$ cat src/rtl/mips_multicycle_core.sv
// Multi-cycle MIPS-subset core: IDLE/FETCH/DECODE/EXEC/WB FSM with a req/ack instruction fetch.
// Define MIPS_CORE_BEQ_EN to add beq; without it beq decodes as an unsupported opcode.
module mips_multicycle_core #(
    parameter int DATA_W   = 32,
    parameter int PC_W     = 4,
    parameter int NREGS    = 4,
    parameter int REG_BASE = 16,
    parameter int CNT_W    = 8
) (
    input  logic                    clk,
    input  logic                    rst,
    input  logic                    enable,
    output logic                    imem_req,
    output logic [PC_W-1:0]         imem_addr,
    input  logic                    imem_ack,
    input  logic [31:0]             imem_data,
    input  logic                    reg_load,
    input  logic [NREGS*DATA_W-1:0] reg_load_data,
    output logic [PC_W-1:0]         pc,
    output logic [3:0]              control,
    output logic [31:0]             instruction,
    output logic [NREGS*DATA_W-1:0] reg_flat,
    output logic [DATA_W-1:0]       write_data,
    output logic [CNT_W-1:0]        retired,
    output logic                    illegal
);

    localparam int IDX_W = $clog2(NREGS);

    localparam logic [5:0] OP_RTYPE = 6'h00;
    localparam logic [5:0] OP_J     = 6'h02;
`ifdef MIPS_CORE_BEQ_EN
    localparam logic [5:0] OP_BEQ   = 6'h04;
`endif
    localparam logic [5:0] FN_ADD   = 6'h20;
    localparam logic [5:0] FN_SUB   = 6'h22;
    localparam logic [5:0] FN_AND   = 6'h24;
    localparam logic [5:0] FN_OR    = 6'h25;

    // control word bit order: {jump, reg_write, branch, rtype}
    localparam logic [3:0] CTL_J     = 4'b1000;
    localparam logic [3:0] CTL_RTYPE = 4'b0101;
`ifdef MIPS_CORE_BEQ_EN
    localparam logic [3:0] CTL_BEQ   = 4'b0010;
`endif

    typedef enum logic [2:0] {
        S_IDLE,
        S_FETCH,
        S_DECODE,
        S_EXEC,
        S_WB
    } state_t;

    state_t state;

    logic [DATA_W-1:0] regs [NREGS];
    logic [5:0]        opcode;
    logic [5:0]        funct;
    logic [4:0]        rs_f;
    logic [4:0]        rt_f;
    logic [4:0]        rd_f;
    logic [DATA_W-1:0] rs_val;
    logic [DATA_W-1:0] rt_val;
    logic [DATA_W-1:0] alu_result;
    logic [3:0]        dec_control;
    logic              dec_illegal;
    logic [PC_W-1:0]   pc_plus4;
    logic [PC_W-1:0]   pc_target;
`ifdef MIPS_CORE_BEQ_EN
    logic              beq_taken;
`endif

    // Architectural register numbers outside the physical window read as zero
    // and swallow writes.
    function automatic logic in_range(input logic [4:0] r);
        return (32'(r) >= 32'(REG_BASE)) && (32'(r) < 32'(REG_BASE + NREGS));
    endfunction

    function automatic logic [IDX_W-1:0] reg_idx(input logic [4:0] r);
        logic [31:0] off;
        off = 32'(r) - 32'(REG_BASE);
        return off[IDX_W-1:0];
    endfunction

    assign opcode    = instruction[31:26];
    assign rs_f      = instruction[25:21];
    assign rt_f      = instruction[20:16];
    assign rd_f      = instruction[15:11];
    assign funct     = instruction[5:0];
    assign imem_addr = pc;
    assign pc_plus4  = pc + PC_W'(4);
    // Jump target and truncated branch offset share the same low instruction bits.
    assign pc_target = {instruction[PC_W-3:0], 2'b00};

    for (genvar g = 0; g < NREGS; g++) begin : g_flat
        assign reg_flat[g*DATA_W +: DATA_W] = regs[g];
    end

    always_comb begin
        // NOTE: every combinational output gets a default first so no path can infer a latch.
        rs_val = '0;
        rt_val = '0;
        if (in_range(rs_f)) rs_val = regs[reg_idx(rs_f)];
        if (in_range(rt_f)) rt_val = regs[reg_idx(rt_f)];
    end

    always_comb begin
        alu_result = '0;
        case (funct)
            FN_ADD:  alu_result = rs_val + rt_val;
            FN_SUB:  alu_result = rs_val - rt_val;
            FN_AND:  alu_result = rs_val & rt_val;
            FN_OR:   alu_result = rs_val | rt_val;
            default: alu_result = '0;
        endcase
    end

    always_comb begin
        dec_control = 4'b0000;
        dec_illegal = 1'b1;
        case (opcode)
            OP_J: begin
                dec_control = CTL_J;
                dec_illegal = 1'b0;
            end
            OP_RTYPE: begin
                if (funct == FN_ADD || funct == FN_SUB || funct == FN_AND || funct == FN_OR) begin
                    dec_control = CTL_RTYPE;
                    dec_illegal = 1'b0;
                end
            end
`ifdef MIPS_CORE_BEQ_EN
            OP_BEQ: begin
                dec_control = CTL_BEQ;
                dec_illegal = 1'b0;
            end
`endif
            default: begin
                dec_control = 4'b0000;
                dec_illegal = 1'b1;
            end
        endcase
    end

    // NOTE: all state and registered outputs update with <= so every branch sees pre-edge values.
    always_ff @(posedge clk) begin
        if (!rst) begin
            state       <= S_IDLE;
            pc          <= '0;
            control     <= '0;
            instruction <= '0;
            write_data  <= '0;
            retired     <= '0;
            illegal     <= 1'b0;
            imem_req    <= 1'b0;
            // NOTE: the register file is cleared on reset, so it must stay in flops, not a RAM macro.
            for (int i = 0; i < NREGS; i++) regs[i] <= '0;
`ifdef MIPS_CORE_BEQ_EN
            beq_taken   <= 1'b0;
`endif
        end else begin
            case (state)
                S_IDLE: begin
                    if (reg_load) begin
                        for (int i = 0; i < NREGS; i++) regs[i] <= reg_load_data[i*DATA_W +: DATA_W];
                    end
                    if (enable) begin
                        state    <= S_FETCH;
                        imem_req <= 1'b1;
                    end
                end
                S_FETCH: begin
                    if (imem_ack) begin
                        instruction <= imem_data;
                        imem_req    <= 1'b0;
                        state       <= S_DECODE;
                    end
                end
                S_DECODE: begin
                    control <= dec_control;
                    if (dec_illegal) illegal <= 1'b1;
                    state <= S_EXEC;
                end
                S_EXEC: begin
                    if (control[0]) write_data <= alu_result;
`ifdef MIPS_CORE_BEQ_EN
                    beq_taken <= (rs_val == rt_val);
`endif
                    state <= S_WB;
                end
                S_WB: begin
                    if (control[2] && in_range(rd_f)) regs[reg_idx(rd_f)] <= write_data;
                    retired <= retired + CNT_W'(1);
                    if (control[3]) begin
                        pc <= pc_target;
`ifdef MIPS_CORE_BEQ_EN
                    end else if (control[1] && beq_taken) begin
                        pc <= pc_plus4 + pc_target;
`endif
                    end else begin
                        pc <= pc_plus4;
                    end
                    // Fetch of the next instruction starts only once this one has retired.
                    if (enable) begin
                        state    <= S_FETCH;
                        imem_req <= 1'b1;
                    end else begin
                        state <= S_IDLE;
                    end
                end
                default: begin
                    state    <= S_IDLE;
                    imem_req <= 1'b0;
                end
            endcase
        end
    end

endmodule

$ cat config.mk
export PLATFORM = sky130hd
export DESIGN_NAME = mips_multicycle_core
export DESIGN_NICKNAME = d
export VERILOG_FILES = /design/src/rtl/mips_multicycle_core.sv
export SDC_FILE = /design/constraint.sdc
export NUM_CORES = 1
export LEC_CHECK = 0
export ABC_AREA = 0
export CAP_MARGIN = 25
export CELL_PAD_IN_SITES_DETAIL_PLACEMENT = 2
export CELL_PAD_IN_SITES_GLOBAL_PLACEMENT = 2
export CORE_MARGIN = 2
export CORE_UTILIZATION = 32
export DETAILED_ROUTE_END_ITERATION = 10
export PLACE_DENSITY = 0.85
export SLEW_MARGIN = 0
export SYNTH_ARGS = -nofsm -noshare
export SYNTH_HDL_FRONTEND = slang
export SYNTH_SLANG_ARGS = --single-unit
$ cat constraint.sdc
create_clock -name clk -period 10.4 [get_ports clk]
set_clock_uncertainty 0.1 [all_clocks]
set_input_delay 1.56 -clock clk [delete_from_list [all_inputs] [get_ports clk]]
set_output_delay 1.56 -clock clk [all_outputs]
set_load 0.01 [all_outputs]
### After elaboration in Yosys (flattened, before gate mapping)

Memories as Yosys holds them, arrays and structs flattened.
Index checks and enable logic that the tools add are counted.
W data, S select, Z words.

* add/subtract/negate cells: 7
* $lt $le $gt $ge: 6
* reductions and logical operators: 17
* bitwise logic cells: 7
* equality and inequality tests: 12
* multiplexer cells: 31

Operators by type and width (number)
* $mux W32: 7
* $pmux W32 S4: 1
* $add A32 B32 Y32: 1
* $and A32 B32 Y32: 1
* $or A32 B32 Y32: 1
* $reduce_or A32 Y1: 1
* $sub A32 B32 Y32: 1
* $eq A6 B6 Y1 const B: 4
* $ge A5 B5 Y1 const B: 3
* $lt A5 B5 Y1 const B: 3
* $pmux W3 S5: 1
* $mux W1: 14
* $mux W3: 3
* $add A8 B1 Y8 const B: 1
* $pmux W4 S2: 1
* $reduce_and A2 Y1: 4
* $eq A3 B2 Y1 const B: 2
* $eq A6 B2 Y1 const B: 1
* $logic_not A6 Y1: 1
* $sub A2 B1 Y2 const B: 3
* $add A4 B3 Y4 const B: 1
* $logic_and A1 B1 Y1: 4
* $mux W4: 1
* $ne A2 B2 Y1 const B: 2
* 12 further kinds: 18

* bits of input ports: 165
* logic and storage cells: 89
* memories: 1
* output and inout bits: 214
* RAM bits: 128
* register bits: 85

Memories
* regs: depth 4, bits a word 32, read ports 6, clocked after Yosys merged registers in 0, write ports 4, RTL line 57 `logic [DATA_W-1:0] regs [NREGS];`

### Logic depth before layout (Yosys ltp)

* word-level depth: 9
* gate-level depth with buffers: 23

### Least setup slack after synthesis

No wires, ideal clock.

* path type: register to register
* start point: register instruction[20]
* end point: register write_data[30]
* setup time: 0.117 ns
* stages on the path, launching flop included: 19
* setup slack: 5.676 ns
* arrival: 4.506 ns
* data required time: 10.183 ns
* path through: dfxtp_1 > nor3b_1 > buf_2 > buf_2 > clkbuf_1 > and2_1 > inv_1 > ha_1 > a21oi_1 > fa_1 > a211oi_1 > o21bai_1 > o21ai_1 > a31oi_1 > a221oi_1 > o21ai_0 > a41oi_1 > mux2i_1 > nand2_1

* word-level cells in the longest chain between the ends: 5

Ends and longest elaborated chain
* start, declared: RTL line 21 `output logic [31:0] instruction,`
* start signal, assigned: RTL line 175 `instruction <= imem_data;`
* $ge A5 B5 Y1 or $lt A5 B5 Y1 (tied branches): RTL line 77 `return (32'(r) >= 32'(REG_BASE)) && (32'(r) < 32'(REG_BASE + NREGS));`
* $logic_and A1 B1 Y1 *: RTL line 77
* $mux W32 *: RTL line 105 `if (in_range(rt_f)) rt_val = regs[reg_idx(rt_f)];`
* $sub A32 B32 Y32, or another cell as far along: RTL line 112 `FN_SUB: alu_result = rs_val - rt_val;`
* $pmux W32 S4 *: RTL line 110 `case (funct)`
* end signal, assigned: RTL line 186 `if (control[0]) write_data <= alu_result;`
* end, declared: RTL line 23 `output logic [DATA_W-1:0] write_data,`

Every way passes the cells marked *; elsewhere a longest branch is shown, timed or not.
A chain may end at the register's enable or synchronous reset.

### Worst setup path in the final report

* start point: register instruction[4]
* end point: register write_data[30]

* word-level cells in the longest chain between the ends: 2

Ends and longest elaborated chain (RTL line)
* $eq A6 B6 Y1: 110
* $pmux W32 S4 *: 110

Marks and branches as above.

==> results.tsv <==
stage	metric	value	unit
min_path	worstHoldStart	instruction[8]	
timing	slew_violations	0	
min_path	hold_class	reg -> reg	
synthesis	synth_most_common_cell	nand2_1	
global_route	overflow	0	
min_path	min_to	instruction[8]	
timing	worst_pin_slew	981.1	ps
die	core	40740	sq um
clock_tree	cts_htree_levels	1	
clock_tree	cts_tree	yes	
critical_path	cp_max_fo	31	
min_path	holdPathStages	2	
timing	layout_min_cycle_time	5746	ps
clock_tree	clock_sinks	213	
power_and_ir_drop	pwr-share-comb	27.1	%
timing	whs	364.9	ps
cells_and_area	drive_above_1_share	9.527	%
global_route	grt_max_degree	79	
placed_design	dp_hpwl	47860	um
clock_tree	clock_path_buffers	3	
synthesis	ys.flop_type	edfxtp_1	
placed_design	portBuffers	373	
timing	period_share	55.25	%
global_route	grt_pass1_vias	14191	
run	cap_violations	0	
power_and_ir_drop	netSwitchingFraction	31.50	%
synthesis	netlist_area	13150	sq um
critical_path	ff2ff_setup_slack	4650	ps
die	die-area	42730	sq um
clock_tree	root_buffer	clkbuf_16	
synthesis	yosysTopAreaCell	edfxtp_1	
clock_tree	cts_hold_buf	0	
synthesis	synthSimpleGateAreaFrac	11.98	%
timing	maxSlewHeadroom	34.59	%
power_and_ir_drop	power	2.752	mW
synthesis	async_flop_share	0	%
clock_tree	clk_pin_slew	70	ps
timing	clock.fmax	0.1740	GHz
global_route	grt_use_total	30.75	%
synthesis	avgSynthCellArea	10.52	sq um
synthesis	ys_seq_area_share	42.17	%
timing	hold_viol	0	
clock_tree	post-cts-setup-buffer-count	0	
placed_design	place_inst	2084	
synthesis	yosys-top-cells-count	134 x nand2_1, 128 x a22o_1, 128 x edfxtp_1, 89 x a21oi_1, 85 x dfxtp_1	
synthesis	synth-compound-area-share	20.67	%
synthesis	synthAdderAreaFrac	5.842	%
critical_path	start_kind	register	
critical_path	critical_path_arrival	6110	ps
power_and_ir_drop	p_leak	6.631	nW
power_and_ir_drop	pwr-share-clk	35.2	%
synthesis	yosysWarningCount	0	
cells_and_area	nNetsFinal	1785	
critical_path	worstReg2RegStart	instruction[4]	
power_and_ir_drop	power_switching	866.9	uW
synthesis	synth_xor_area_share	3.996	%
route	drtAntennaViolNets	0	
global_route	grt_pass1_wl	96540	um
route	wire_per_inst	31.29	um
cells_and_area	finalNonFillerCells	2139	
placed_design	gp_congestion	0.8491	
synthesis	synth.area.top_cells	edfxtp_1 29%, dfxtp_1 13%, mux4_2 8.9%, a22o_1 8.5%, nand2_1 3.8%	
route	drc	0	
die	ioPinCount	379	
power_and_ir_drop	power_density	150.0	nW/um^2
critical_path	r2r-end	write_data[30]	
route	firstDrtPassIters	6	
synthesis	synthMuxAreaShare	11.10	%
die	initial_core_util	32.28	%
synthesis	ys_ff_latch	213	
synthesis	synth_top_family_by_area	compound AO/OA/AOI/OAI gates	
synthesis	synth.top_cell.area_share	29.23	%
power_and_ir_drop	p_int	1.885	mW
power_and_ir_drop	pwr-share-seq	37.7	%
clock_tree	clk_latency	570	ps
route	totalWireLength	66940	um
outcome	status	finished clean	
synthesis	netlist_instances	1250	
global_route	grt_antenna_before_repair	9	
critical_path	ff2ff_path_depth	17	
critical_path	critical_path_class	reg -> reg	
timing	finalSetupViolCount	0	
cells_and_area	area_growth	39.51	%
power_and_ir_drop	ir_worst_vdd	0.1214	mV
timing	rsz0062_at_grt	false	
die	fp.dieW	206.7	um
synthesis	ys_types	74	
critical_path	required	10770	ps
route	dr_total_vias	12822	
die	die_y	206.7	um
die	rows	74	
clock_tree	cts_resized	0	
route	drt_iter0_drc	971	
timing	fin_setup_tns	0	ps
critical_path	end_kind	register	
clock_tree	cts_buffers	28	
synthesis	synth-edff-count	128	
route	post_drt_via_cell_ratio	5.994	
## worst max-delay path: stages (launching register included)
cell	delay, ps
dfxtp_1	330
nor2_1	160
nand2_1	140
nor3_2	160
buf_4	450
nand2_1	580
nor2_1	380
a21oi_1	150
fa_1	530
a211oi_1	320
o21bai_1	140
o21ai_1	270
a31oi_1	250
a221oi_1	680
o21ai_0	330
a41oi_1	360
mux2i_1	210
nand2_1	60
## routing by layer
metal	part of all wire (%)	vias up	track usage [%]
li1	-	5433	-
met1	39	6615	36.90
met2	49	602	52.95
met3	8.4	156	8.242
met4	3.7	16	11.12
met5	0.17	-	0
## power groups by stage
| stage | Combinational (mW) | Clock, mW | Sequential [mW] |
|---|---|---|---|
| after floorplan | 0.387 | 0 | 1.04 |
| after global placement | 0.700 | 0 | 1.04 |
| after detailed placement | 0.732 | 0 | 1.05 |
| after CTS | 0.740 | 0.979 | 1.04 |
| after global routing | 0.795 | 1.01 | 1.04 |
| final | 0.747 | 0.968 | 1.04 |
## worst max path at each step
stage | from | end
after CTS | register | write_data[25]
final | instruction[4] | write_data[30]
after floorplan | instruction[20] | write_data[30]
after global routing | register | write_data[30]
after detailed placement | register | write_data[30]
after global placement | register | write_data[30]
## placed cells by master (no fill, tap or decap), types with 5 or more instances in the layout
master,synthesis,final
o21ai_0,48,46
clkbuf_1,71,14
nand2_1,134,134
conb_1,1,5
o21bai_1,6,6
a211oi_1,9,9
nor3_1,24,21
nand4_1,5,5
ha_1,35,35
buf_4,8,19
clkbuf_16,0,29
a21o_1,14,14
nor2_1,64,61
edfxtp_1,128,128
o22ai_1,7,7
inv_1,29,29
maj3_1,31,31
nand3_1,15,15
a21oi_1,89,89
mux4_2,52,52
a22oi_1,13,13
a221oi_1,10,10
nand2b_1,9,7
o21a_1,7,7
and3_1,6,6
clkdlybuf4s50_1,0,373
dfxtp_1,85,81
a31oi_1,9,9
mux2i_1,15,15
a22o_1,128,128
xor2_1,27,27
and2_1,40,39
xnor2_1,33,33
## layout make-up
cell class	count	area [sq um]
fillers	4195	22390
inverters	30	112.6
multi-input cells	915	7148
repair buffers	396	3979
well taps	532	665.6
diodes	1	2.502
flip-flops and latches	213	5550
clock buffers	47	833.3
clock inverters	5	53.80
## metrics by stage
stage               setup WS, ps  utilization, %  area (sq um)
floorplan                   5676               -         13170
global placement            5093           42.60         17350
detailed placement          4809           42.71         17400
CTS                         4712           44.89         18290
global route                4242           45.02         18340
finish                      4654           45.03         18350
## state kept, by name, summed over array words and instances (netlist names), named ones only
name	flops
regs	128
control	2
instruction	32
imem_addr	2
retired	8
imem_req	1
illegal	1
state	3
write_data	32
## cell families after synthesis
family / count (synthesis)
muxes: 74
and+or+nand+nor: 332
AOI/OAI and AO/OA: 377
buffers and inverters: 126
DFF: 213
other: 1
xor gates and xnor gates: 60
adders and majority gates: 67
No activity file was read; power rests on OpenSTA's default activity.
